<file path="src/rtl/sweep_pkg.sv">
// Shared types and default widths for the triangle-sweep sequencer.
//   sweep_state_t : FSM state encoding used by sweep_ctrl
//   DefWidth      : default counter / limit width
//   DefDwellW     : default dwell counter width
//   DefSweepW     : default sweep-count width
package sweep_pkg;

  localparam int unsigned DefWidth  = 4;
  localparam int unsigned DefDwellW = 4;
  localparam int unsigned DefSweepW = 8;

  typedef enum logic [2:0] {
    IDLE    = 3'd0,
    UP      = 3'd1,
    HOLD_HI = 3'd2,
    DOWN    = 3'd3,
    HOLD_LO = 3'd4
  } sweep_state_t;

endpackage

</file>
<file path="src/rtl/updn_ld_cnt.sv">
// Loadable up/down counter.
// Ports:
//   clk      : clock, rising edge
//   rst_n    : asynchronous active-low reset, clears the count
//   en       : count enable
//   up_dwn_n : 1 = increment, 0 = decrement (when en)
//   ld       : synchronous load of d, takes priority over en
//   d        : load data
//   q        : current count
module updn_ld_cnt
  import sweep_pkg::*;
#(
  parameter int unsigned WIDTH = DefWidth
) (
  input  logic             clk,
  input  logic             rst_n,
  input  logic             en,
  input  logic             up_dwn_n,
  input  logic             ld,
  input  logic [WIDTH-1:0] d,
  output logic [WIDTH-1:0] q
);

  logic [WIDTH-1:0] q_d, q_q;

  always_comb begin
    q_d = q_q;
    if (ld) begin
      q_d = d;
    end else if (en) begin
      q_d = up_dwn_n ? (q_q + WIDTH'(1)) : (q_q - WIDTH'(1));
    end
  end

  always_ff @(posedge clk or negedge rst_n) begin
    if (!rst_n) begin
      q_q <= '0;
    end else begin
      q_q <= q_d;
    end
  end

  assign q = q_q;

endmodule

</file>
<file path="src/rtl/sweep_ctrl.sv">
// Triangle-sweep sequencer: drives an up/down counter between captured limits lo and hi,
// holding each endpoint for a programmable dwell, for a programmable number of sweeps
// (0 = run until stop).
// Ports:
//   clk, rst_n : clock (rising edge), asynchronous active-low reset
//   start      : begin a run (only looked at in IDLE)
//   stop       : synchronous abort, freezes cnt and returns to IDLE
//   lo, hi     : sweep limits, captured at start (lo < hi required)
//   dwell      : extra cycles held at each endpoint, captured at start
//   sweeps     : number of full sweeps, 0 = endless, captured at start
//   cnt        : current counter value
//   dir        : 1 while in UP or HOLD_HI
//   busy       : 1 in every state other than IDLE
//   done       : one-cycle pulse when the last sweep lands on lo
//   err        : one-cycle pulse after a rejected start (lo >= hi)
module sweep_ctrl
  import sweep_pkg::*;
#(
  parameter int unsigned WIDTH   = DefWidth,
  parameter int unsigned DWELL_W = DefDwellW,
  parameter int unsigned SWEEP_W = DefSweepW
) (
  input  logic               clk,
  input  logic               rst_n,
  input  logic               start,
  input  logic               stop,
  input  logic [WIDTH-1:0]   lo,
  input  logic [WIDTH-1:0]   hi,
  input  logic [DWELL_W-1:0] dwell,
  input  logic [SWEEP_W-1:0] sweeps,
  output logic [WIDTH-1:0]   cnt,
  output logic               dir,
  output logic               busy,
  output logic               done,
  output logic               err
);

  sweep_state_t state_d, state_q;

  // Shadow copies of the run parameters, stable for the whole run.
  logic [WIDTH-1:0]   lo_d, lo_q;
  logic [WIDTH-1:0]   hi_d, hi_q;
  logic [DWELL_W-1:0] dwell_d, dwell_q;
  logic [SWEEP_W-1:0] sweeps_d, sweeps_q;

  logic [DWELL_W-1:0] dwell_cnt_d, dwell_cnt_q;
  logic [SWEEP_W-1:0] sweep_cnt_d, sweep_cnt_q;
  logic               done_d, done_q;
  logic               err_d, err_q;

  // Counter control.
  logic             cnt_en;
  logic             cnt_up;
  logic             cnt_ld;
  logic [WIDTH-1:0] cnt_val;
  logic [WIDTH-1:0] cnt_inc;
  logic [WIDTH-1:0] cnt_dec;
  logic [SWEEP_W-1:0] sweep_inc;

  assign cnt_inc   = cnt_val + WIDTH'(1);
  assign cnt_dec   = cnt_val - WIDTH'(1);
  assign sweep_inc = sweep_cnt_q + SWEEP_W'(1);

  updn_ld_cnt #(
    .WIDTH(WIDTH)
  ) u_cnt (
    .clk     (clk),
    .rst_n   (rst_n),
    .en      (cnt_en),
    .up_dwn_n(cnt_up),
    .ld      (cnt_ld),
    .d       (lo),
    .q       (cnt_val)
  );

  always_comb begin
    state_d     = state_q;
    lo_d        = lo_q;
    hi_d        = hi_q;
    dwell_d     = dwell_q;
    sweeps_d    = sweeps_q;
    dwell_cnt_d = dwell_cnt_q;
    sweep_cnt_d = sweep_cnt_q;
    done_d      = 1'b0;
    err_d       = 1'b0;
    cnt_en      = 1'b0;
    cnt_up      = 1'b0;
    cnt_ld      = 1'b0;

    if (stop) begin
      // Abort from any running state; in IDLE a simultaneous start is dropped.
      state_d = IDLE;
    end else begin
      unique case (state_q)
        IDLE: begin
          if (start) begin
            if (lo < hi) begin
              lo_d        = lo;
              hi_d        = hi;
              dwell_d     = dwell;
              sweeps_d    = sweeps;
              sweep_cnt_d = '0;
              cnt_ld      = 1'b1;
              state_d     = UP;
            end else begin
              err_d = 1'b1;
            end
          end
        end

        UP: begin
          cnt_en = 1'b1;
          cnt_up = 1'b1;
          if (cnt_inc == hi_q) begin
            if (dwell_q == '0) begin
              state_d = DOWN;
            end else begin
              dwell_cnt_d = dwell_q;
              state_d     = HOLD_HI;
            end
          end
        end

        HOLD_HI: begin
          // Leaving on a count of 1 makes hi visible for dwell+1 cycles, the
          // last of them in DOWN before the first decrement.
          dwell_cnt_d = dwell_cnt_q - DWELL_W'(1);
          if (dwell_cnt_q == DWELL_W'(1)) begin
            state_d = DOWN;
          end
        end

        DOWN: begin
          cnt_en = 1'b1;
          cnt_up = 1'b0;
          if (cnt_dec == lo_q) begin
            sweep_cnt_d = sweep_inc;
            if ((sweeps_q != '0) && (sweep_inc == sweeps_q)) begin
              done_d  = 1'b1;
              state_d = IDLE;
            end else if (dwell_q == '0) begin
              state_d = UP;
            end else begin
              dwell_cnt_d = dwell_q;
              state_d     = HOLD_LO;
            end
          end
        end

        HOLD_LO: begin
          dwell_cnt_d = dwell_cnt_q - DWELL_W'(1);
          if (dwell_cnt_q == DWELL_W'(1)) begin
            state_d = UP;
          end
        end

        default: begin
          state_d = IDLE;
        end
      endcase
    end
  end

  always_ff @(posedge clk or negedge rst_n) begin
    if (!rst_n) begin
      state_q     <= IDLE;
      lo_q        <= '0;
      hi_q        <= '0;
      dwell_q     <= '0;
      sweeps_q    <= '0;
      dwell_cnt_q <= '0;
      sweep_cnt_q <= '0;
      done_q      <= 1'b0;
      err_q       <= 1'b0;
    end else begin
      state_q     <= state_d;
      lo_q        <= lo_d;
      hi_q        <= hi_d;
      dwell_q     <= dwell_d;
      sweeps_q    <= sweeps_d;
      dwell_cnt_q <= dwell_cnt_d;
      sweep_cnt_q <= sweep_cnt_d;
      done_q      <= done_d;
      err_q       <= err_d;
    end
  end

  assign cnt  = cnt_val;
  assign busy = (state_q != IDLE);
  assign dir  = (state_q == UP) || (state_q == HOLD_HI);
  assign done = done_q;
  assign err  = err_q;

endmodule

</file>
<file path="config.mk">
export PLATFORM = sky130hd
export DESIGN_NAME = sweep_ctrl
export DESIGN_NICKNAME = d
export VERILOG_FILES = /design/src/rtl/sweep_pkg.sv /design/src/rtl/updn_ld_cnt.sv /design/src/rtl/sweep_ctrl.sv
export SDC_FILE = /design/constraint.sdc
export NUM_CORES = 1
export LEC_CHECK = 0
export CORE_MARGIN = 2
export CORE_UTILIZATION = 52
export CTS_BUF_LIST = sky130_fd_sc_hd__clkbuf_4
export DETAILED_ROUTE_END_ITERATION = 7
export PLACE_DENSITY = 0.75
export SLEW_MARGIN = 20
export SYNTH_ARGS = -nofsm -noshare
export SYNTH_HDL_FRONTEND = slang
export SYNTH_SLANG_ARGS = --single-unit
</file>
<file path="constraint.sdc">
create_clock -name clk -period 2.2 [get_ports clk]
set_input_delay 0.66 -clock clk [delete_from_list [all_inputs] [get_ports clk]]
set_output_delay 0.66 -clock clk [all_outputs]
set_load 0.005 [all_outputs]
</file>
==> impl_metrics.ini, run 1 <==
[logic_synthesis]
synth-async-reset-ratio = 1.00
synth_edf_count = 0
synthCells = 258
yosys-top-cells-count = dfrtp_1 (41), nor2_1 (19), mux2_2 (17)
syn-mean-instance-area_um2 = 9.76
syn-num-nets = 290
ys_warn_count = 0
synth_top_area_cell = dfrtp_1
netlist.area_leader.share = 0.408
synth_cell_types = 55
ys_seq_area_frac = 0.408
mappedNetlistArea_um2 = 2520
ys_ff_latch = 41
synthFlopType = dfrtp_1
yosysMostFrequentCell = dfrtp_1
synthTopCellsByArea = dfrtp_1 (41%), mux2_2 (7.6%), xnor2_1 (5.6%)

[route]
dr.pass1.iters = 4
viasPerCell = 5.69
drc = 0
wl_mm = 6.29
wl_per_cell_um = 16.1
drt_iter0_markers = 219
drtAntennaViolNets = 0
via_count = 2220

[timing]
finalCritPeriodShare = 0.999
worst_slew_pin_slew_ps = 515
whs_ps = 324
tns_ps = 0
clock.fmax_ghz = 0.455
finalHoldViolCount = 0
grt_setup_unrepaired = true
drv_slew = 0
clock_skew_ps = 19.8
setup_viol = 0
slew_headroom = 0.657
min_period_ps = 2200

[clock_network]
htreeDepth = 2
cts.sinks = 41
root_buffer = clkbuf_4
clkLatencyLatePin_ps = 370
tritoncts = yes
cts.clk_slew.worst_paths_ps = 140
clockBufferDepth = 2
cts_buffers = 5

[global_route]
antenna_found_initial = 0
grtUsageTotal = 0.239
grt_max_degree = 42
overflow = 0
grt_pass1_wl_mm = 9.89
grt_pass1_vias = 2097

[setup_path]
critPathKind = reg -> reg
end_kind = flip-flop
crit_fanout = 6
required_ps = 2460
r2r_cells = 8
start_kind = flip-flop
rrSetupSlack_ps = 1
crit_arrival_ps = 2460
r2r_start = u_cnt.q[0]$_DFFE_PN0P_
r2r-end = dwell_cnt_q[3]$_DFFE_PN0P_

[floorplanning]
pin_count = 32
dieArea_um2 = 5410
rows = 25
core-area_um2 = 4690
initial_core_util = 0.537
die_w_um = 73.6
die_h_um = 73.6

[worst_hold_path]
hold_path_class = in -> async

[placed_design]
dp_hpwl_mm = 4.12
place.port_buffers = 31
place.gp.congestion = 0.845

[cells_and_area]
drive_above_1_share = 0.315
syn2layout_area_growth_pct = 39.6
diodes = 0
fin_nets = 367

[pwr]
leakagePower_nw = 1.59
powerDensity_nw_per_um2 = 1230
ir_drop_v = 0.000617

[flow_run]
cap_violations = 0

[outcome]
outcome = completed
==> cells by family after synthesis <==
group                      synth area share
and+or+nand+nor                       0.172
AOI/OAI and AO/OA                     0.144
DFF                                   0.408
xor gates and xnor gates              0.102
buffers and inverters                0.0403
muxes                                0.0944
adders and majority gates            0.0398
==> cells in the final DEF, fill, tap and decap left out, drive strengths merged, types with 2 or more instances in the layout <==
cell | Yosys | routed
a21oi | 16 | 16
a31oi | 4 | 4
and2 | 2 | 2
and3 | 2 | 2
buf | 5 | 50
bufinv | 0 | 2
clkbuf | 7 | 7
clkdlybuf4s50 | 0 | 22
dfrtp | 41 | 41
dlygate4sd2 | 0 | 4
dlymetal6s2s | 0 | 4
ha | 8 | 8
inv | 13 | 13
mux2 | 19 | 19
mux2i | 2 | 2
nand2 | 16 | 16
nand2b | 7 | 7
nand3 | 10 | 10
nor2 | 19 | 19
nor2b | 3 | 3
nor3 | 6 | 6
nor3b | 3 | 3
nor4 | 5 | 5
o21ai | 14 | 14
o22ai | 3 | 3
o31ai | 3 | 3
or3 | 3 | 3
xnor2 | 16 | 16
xor2 | 8 | 8
==> stage by stage <==
stage                     instances   util  setup WS [ps]  area (um2)  total power, mW
after floorplan                 258      -           6.88        2580             2.77
after global placement          371  0.681           -501        3190             3.41
after detailed placement        371  0.681           -539        3190             3.46
after CTS                       383  0.716          0.801        3360             4.14
after global routing            390  0.749          -99.4        3510             4.62
final                           390  0.749           1.22        3510             4.31
==> worst max-delay path by stage <==
stage / startpoint / to / slack, ps
2_1_floorplan: hi[3] / dwell_q[1]$_DFFE_PN0P_ / 7
3_5_place_dp: hi[3] / dwell_q[1]$_DFFE_PN0P_ / -540
5_1_grt: u_cnt.q[1]$_DFFE_PN0P_ / dwell_cnt_q[3]$_DFFE_PN0P_ / -100
3_3_place_gp: hi[3] / dwell_q[1]$_DFFE_PN0P_ / -500
4_1_cts: u_cnt.q[1]$_DFFE_PN0P_ / dwell_cnt_q[1]$_DFFE_PN0P_ / 0.8
6_report: u_cnt.q[0]$_DFFE_PN0P_ / dwell_cnt_q[3]$_DFFE_PN0P_ / 1
==> state kept, by name, indices dropped and copies added (netlist names) <==
name and cells:
hi_q 4, u_cnt.q 4, done 1, sweeps_q 8
sweep_cnt_q 8, dwell_cnt_q 4, lo_q 4, dwell_q 4
state_q 3, err 1
==> power breakdown <==
| group | internal [mW] | switching (mW) |
|---|---|---|
| Combinational | 1.29 | 1.08 |
| Sequential | 1.04 | 0.277 |
| Clock | 0.352 | 0.267 |
| Total | 2.68 | 1.62 |
==> cell type report <==
cell class | instances | area, um2
tap | 54 | 67.6
clock buffer | 5 | 37.5
sequential | 41 | 1030
inverter | 13 | 48.8
fill | 329 | 1180
timing repair buffer | 82 | 748
multi-input combinational | 192 | 1520
clock inverter | 3 | 65.1
==> per-layer routing <==
| metal | global-route usage | part of all wire | vias to the layer above |
|---|---|---|---|
| li1 | - | - | 1071 |
| met1 | 0.331 | 0.46 | 1083 |
| met2 | 0.381 | 0.49 | 60 |
| met3 | 0.0508 | 0.036 | 6 |
| met4 | 0.0646 | 0.0097 | 0 |
| met5 | 0 | 0 | - |
==> repair_timing <==
item | in CTS | in global routing
hold endpoints to repair | 0 | 0
hold buffers | 0 | 0
pin swaps | 6 | 9
setup endpoints to repair | 25 | 34
setup buffers | 3 | 5
resized for setup | 15 | 17
cloned | 1 | 2
==> critical path: stages (launching register included) <==
cell      delay [ps]
dfrtp_1          450
ha_1             230
xnor3_1          370
nand3_1          120
nor2_1           160
a221oi_2          90
buf_4            160
nor4_1           380
o22ai_2          130
Power figures use the tool's default switching activity.
==> run 2: changes to the inputs <==
--- a/config.mk
+++ b/config.mk
@@ -10,6 +10,7 @@
 export CTS_BUF_LIST = sky130_fd_sc_hd__clkbuf_4
 export DETAILED_ROUTE_END_ITERATION = 7
 export PLACE_DENSITY = 0.75
+export REMOVE_ABC_BUFFERS = 1
 export SLEW_MARGIN = 20
 export SYNTH_ARGS = -nofsm -noshare
 export SYNTH_HDL_FRONTEND = slang
==> run 2 against run 1 <==
Compared with the run above: critical path depth fell by 1; global-route usage fell by 0.27 points; flip-flop and latch count did not move; largest cell class unchanged; highest routed layer unchanged.
==> impl_metrics.ini, run 2 (synthesis gave the netlist of run 1 again) <==
[cells_and_area]
postLayoutCellArea_um2 = 3410
syn2layout_area_growth_pct = 35.4
final_common_cell = dfrtp_1
reg.largest.list = sweep_cnt_q (8), sweeps_q (8)
diodes = 0
drive_above_1_share = 0.308
fin_cells = 379
final_cell_mix = dfrtp_1 (39), buf_4 (36), clkdlybuf4s50_1 (23)
fin_nets = 357

[setup_path]
r2r_cells = 7
crit_arrival_ps = 2400
crit_end = lo_q[0]$_DFFE_PN0P_
r2r-end = dwell_cnt_q[1]$_DFFE_PN0P_
crit_fanout = 7
critPathKind = in -> reg
end_kind = flip-flop
cp-startpoint = hi[0]
r2r_start = sweep_cnt_q[1]$_DFFE_PN0P_
required_ps = 2440
rrSetupSlack_ps = 90
start_kind = primary input

[floorplanning]
pin_count = 32
core-area_um2 = 4690
rows = 25
die_h_um = 73.6
initial_core_util = 0.537
die_w_um = 73.6
dieArea_um2 = 5410

[global_route]
grt_max_degree = 42
grtUsageTotal = 0.236
grt_pass1_vias = 2036
antenna_found_initial = 0
grt_pass1_wl_mm = 9.69
overflow = 0

[clock_network]
cts.sinks = 41
clkLatencyLatePin_ps = 350
cts.clk_slew.worst_paths_ps = 120
cts_buffers = 5
clockBufferDepth = 2
tritoncts = yes
cts_hold_buf = 0
htreeDepth = 2
root_buffer = clkbuf_4

[flow_run]
cap_violations = 0

[timing]
finalHoldViolCount = 0
drv_slew = 0
layout_setup_ws_ps = 36.9
finalCritPeriodShare = 0.983
clock_skew_ps = 9.75
setup_viol = 0
worst_slew_pin_slew_ps = 521
grt_setup_unrepaired = true
slew_headroom = 0.653
tns_ps = 0
min_period_ps = 2160
clock.fmax_ghz = 0.462

[route]
wl_mm = 6.10
dr.pass1.iters = 4
wl_per_cell_um = 16.1
via_count = 2166
drtAntennaViolNets = 0
viasPerCell = 5.72
drt_iter0_markers = 134
drc = 0

[placed_design]
dp_worst_setup_slack_ps = -671
place_inst = 365
place.gp.congestion = 0.794
dp_hpwl_mm = 3.89
place_area_um2 = 3110
place.port_buffers = 31

[pwr]
powerDensity_nw_per_um2 = 1190
ir_drop_v = 0.000653
leakagePower_nw = 1.49

[worst_hold_path]
hold_path_class = in -> async

[outcome]
outcome = completed
==> run 2: worst min path at each step <==
stage,slack (ps),from,to
final,360,rst_n,dwell_q[1]$_DFFE_PN0P_
after global placement,470,hi_q[2]$_DFFE_PN0P_,hi_q[2]$_DFFE_PN0P_
after global routing,390,rst_n,done$_DFF_PN0_
after CTS,380,rst_n,dwell_q[1]$_DFFE_PN0P_
after detailed placement,490,hi_q[2]$_DFFE_PN0P_,hi_q[2]$_DFFE_PN0P_
after floorplan,360,rst_n,done$_DFF_PN0_
==> run 2: layer usage <==
metal  track usage  routed length (um)  part of all wire  up-vias
li1              -                   -                 -     1051
met3        0.0521                 253             0.041       16
met1         0.308                2640              0.43     1044
met2         0.384                3070              0.50       55
met4        0.0909                 137             0.022        0
met5             0                   0                 0        -
==> run 2: repair_timing <==
| action | 4_1_cts | 5_1_grt |
|---|---|---|
| gates resized for setup | 26 | 16 |
| pin swaps | 10 | 8 |
| buffers inserted | 2 | 4 |
| endpoints found under the setup margin | 40 | 13 |
| gates cloned | 2 | 0 |
==> run 2: through the flow <==
stage / power, mW / util / hold slack [ps]
detailed placement: 3.34 / 0.662 / 486
global placement: 3.29 / 0.662 / 474
floorplan: 2.61 / - / 364
CTS: 3.84 / 0.703 / 375
global route: 4.35 / 0.727 / 390
finish: 4.06 / 0.727 / 364
==> run 2: final cells by class <==
| type | instances | area [um2] |
|---|---|---|
| clock inverter | 1 | 3.75 |
| sequential | 41 | 1030 |
| timing repair buffer | 72 | 668 |
| clock buffer | 6 | 45.0 |
| fill | 334 | 1280 |
| tap | 54 | 67.6 |
| multi-input combinational | 192 | 1550 |
| inverter | 13 | 48.8 |
==> run 2: worst max-delay path: stages <==
cell             delay, ps
clkdlybuf4s50_1        520
nand2b_4                70
a21oi_4                170
o21ai_2                 90
or3_4                  420
buf_12                 180
mux2_4                 300
==> run 2: report_power, final <==
group | internal, mW | switching (mW)
Clock | 0.129 | 0.234
Combinational | 1.29 | 1.08
Sequential | 1.05 | 0.287
==> run 3: changes to the inputs <==
--- a/config.mk
+++ b/config.mk
@@ -9,7 +9,7 @@
 export CORE_UTILIZATION = 52
 export CTS_BUF_LIST = sky130_fd_sc_hd__clkbuf_4
 export DETAILED_ROUTE_END_ITERATION = 7
-export PLACE_DENSITY = 0.75
+export PLACE_DENSITY = 0.82
 export REMOVE_ABC_BUFFERS = 1
 export SLEW_MARGIN = 20
 export SYNTH_ARGS = -nofsm -noshare
==> run 3 against run 2 <==
Compared with the run above: largest power group unchanged; sequential power is essentially flat; hold slack lost 20 ps; first-iteration DRC count grew 100%; clock power grew 4%; the flow now finishes with violations (negative setup slack); fmax shrank 3.0%; via count grew 9.6%; design area grew 2.5%; clock skew grew 4.7 ps; non-clock buffer count grew 19; die area is the same; critical endpoint is now u_cnt.q[0]$_DFFE_PN0P_.
==> impl_metrics.ini, run 3 (synthesis gave the netlist of run 1 again) <==
[timing]
slew_headroom = 0.647
layout_setup_ws_ps = -29.5
clock.fmax_ghz = 0.449
drv_slew = 0
clock_skew_ps = 14.4
finalCritPeriodShare = 1.01
min_period_ps = 2230
setup_viol = 1
finalHoldViolCount = 0
worst_slew_pin_slew_ps = 529
tns_ps = -29.5
grt_setup_unrepaired = true

[cells_and_area]
postLayoutCellArea_um2 = 3490
multiInputGateArea_um2 = 1510
final_common_cell = buf_4
diodes = 0
nFillCells = 300
reg.largest.list = sweep_cnt_q (8), sweeps_q (8)
final_cell_mix = buf_4 (53), dfrtp_1 (38), clkdlybuf4s50_1 (22)
seq_area_um2 = 1030
drive_above_1_share = 0.346
final_core_util = 0.745
fin_nets = 376
syn2layout_area_growth_pct = 38.8

[clock_network]
cts.clk_slew.worst_paths_ps = 130
root_buffer = clkbuf_4
clockBufferDepth = 2
cts_hold_buf = 0
cts_buffers = 5
clkLatencyLatePin_ps = 360
htreeDepth = 2
cts.sinks = 41
tritoncts = yes

[global_route]
grt_max_degree = 42
grtUsageTotal = 0.278
grt_pass1_vias = 2377
grt_pass1_wl_mm = 11.4
antenna_found_initial = 0
overflow = 0

[pwr]
powerDensity_nw_per_um2 = 1200
switching_share = 0.406
ir_drop_v = 0.000735
pwr-share-seq = 0.322
internal_power_mw = 2.49
power_frac_comb = 0.588
p_total_mw = 4.19
leakagePower_nw = 1.57
clkPwrFrac = 0.090
power_switching_mw = 1.70

[route]
drc = 0
viasPerCell = 5.96
drt_iter0_markers = 271
via_count = 2373
wl_mm = 7.05
wl_per_cell_um = 17.7
drtAntennaViolNets = 0
dr.pass1.iters = 4

[floorplanning]
dieArea_um2 = 5410
die_h_um = 73.6
pin_count = 32
die_w_um = 73.6
core-area_um2 = 4690
initial_core_util = 0.537
rows = 25

[placed_design]
place_area_um2 = 3110
dp_hpwl_mm = 4.18
place.gp.congestion = 0.839
dp_worst_setup_slack_ps = -631
place.port_buffers = 31

[outcome]
violations = negative setup slack
outcome = finished, violations left

[setup_path]
r2r_cells = 7
r2r_start = sweep_cnt_q[1]$_DFFE_PN0P_
crit_end = u_cnt.q[0]$_DFFE_PN0P_
end_kind = flip-flop
crit_arrival_ps = 2470
cp-startpoint = lo[0]
start_kind = primary input
r2r-end = dwell_cnt_q[1]$_DFFE_PN0P_
rrSetupSlack_ps = 10
required_ps = 2440
crit_fanout = 7
critPathKind = in -> reg

[worst_hold_path]
hold_path_class = in -> async

[flow_run]
cap_violations = 0
[run 3: cell types whose count changed in the layout (fill, tap and decap cells not counted), moves of 2 or more]
cell / change
buf_4: +17
buf_6: +2
buf_8: +2
ha_4: -2
[run 3: layout make-up]
| type | instances | share of cell area |
|---|---|---|
| Multi-Input combinational cell | 192 | 0.431 |
| Clock inverter | 1 | 0.00107 |
| Timing Repair Buffer | 91 | 0.227 |
| Sequential cell | 41 | 0.295 |
| Clock buffer | 6 | 0.0129 |
| Tap cell | 54 | 0.0193 |
| Inverter | 13 | 0.0140 |
[run 3: per-stage QoR]
step                hold slack [ps]  cells
floorplan                       364    246
global placement                477    367
detailed placement              487    367
CTS                             367    394
global route                    382    398
finish                          344    398
[run 3: power groups by stage]
| stage | Sequential, mW | Clock (mW) | Combinational (mW) |
|---|---|---|---|
| floorplan | 1.31 | 0 | 1.29 |
| finish | 1.35 | 0.376 | 2.46 |
| global placement | 1.32 | 0 | 1.99 |
| global route | 1.38 | 0.408 | 2.65 |
| detailed placement | 1.33 | 0 | 2.07 |
| CTS | 1.31 | 0.375 | 2.23 |
[run 3: timing repair]
item | in CTS | in global routing
endpoints found under the setup margin | 37 | 34
buffers inserted | 19 | 4
gates resized for setup | 28 | 22
pin swaps | 13 | 14
gates cloned | 1 | 0
hold endpoints to repair | 0 | 0
[run 3: layer usage]
metal  vias to the layer above  global-route usage  routed length, um
met5                         -                   0                  0
met3                        30              0.0562                381
li1                       1086                   -                  -
met2                       103               0.476               3660
met1                      1154               0.353               2780
met4                         0              0.0869                224
[run 3: worst min path at each step]
stage                              from                          to  cells after the start
floorplan                         rst_n              done$_DFF_PN0_                      0
global placement    hi_q[2]$_DFFE_PN0P_         hi_q[2]$_DFFE_PN0P_                      2
detailed placement  hi_q[2]$_DFFE_PN0P_         hi_q[2]$_DFFE_PN0P_                      2
CTS                               rst_n      dwell_q[0]$_DFFE_PN0P_                      2
global route                      rst_n  sweep_cnt_q[1]$_DFFE_PN0P_                      2
finish                            rst_n     sweeps_q[1]$_DFFE_PN0P_                      2
[run 3: critical path, stage by stage]
cell and delay (ps):
clkdlybuf4s50_1 420, nand2b_1 160, a21oi_2 180, o21ai_2 90
or3_4 450, buf_8 170, buf_6 130, nor2_1 120
a21oi_1 80
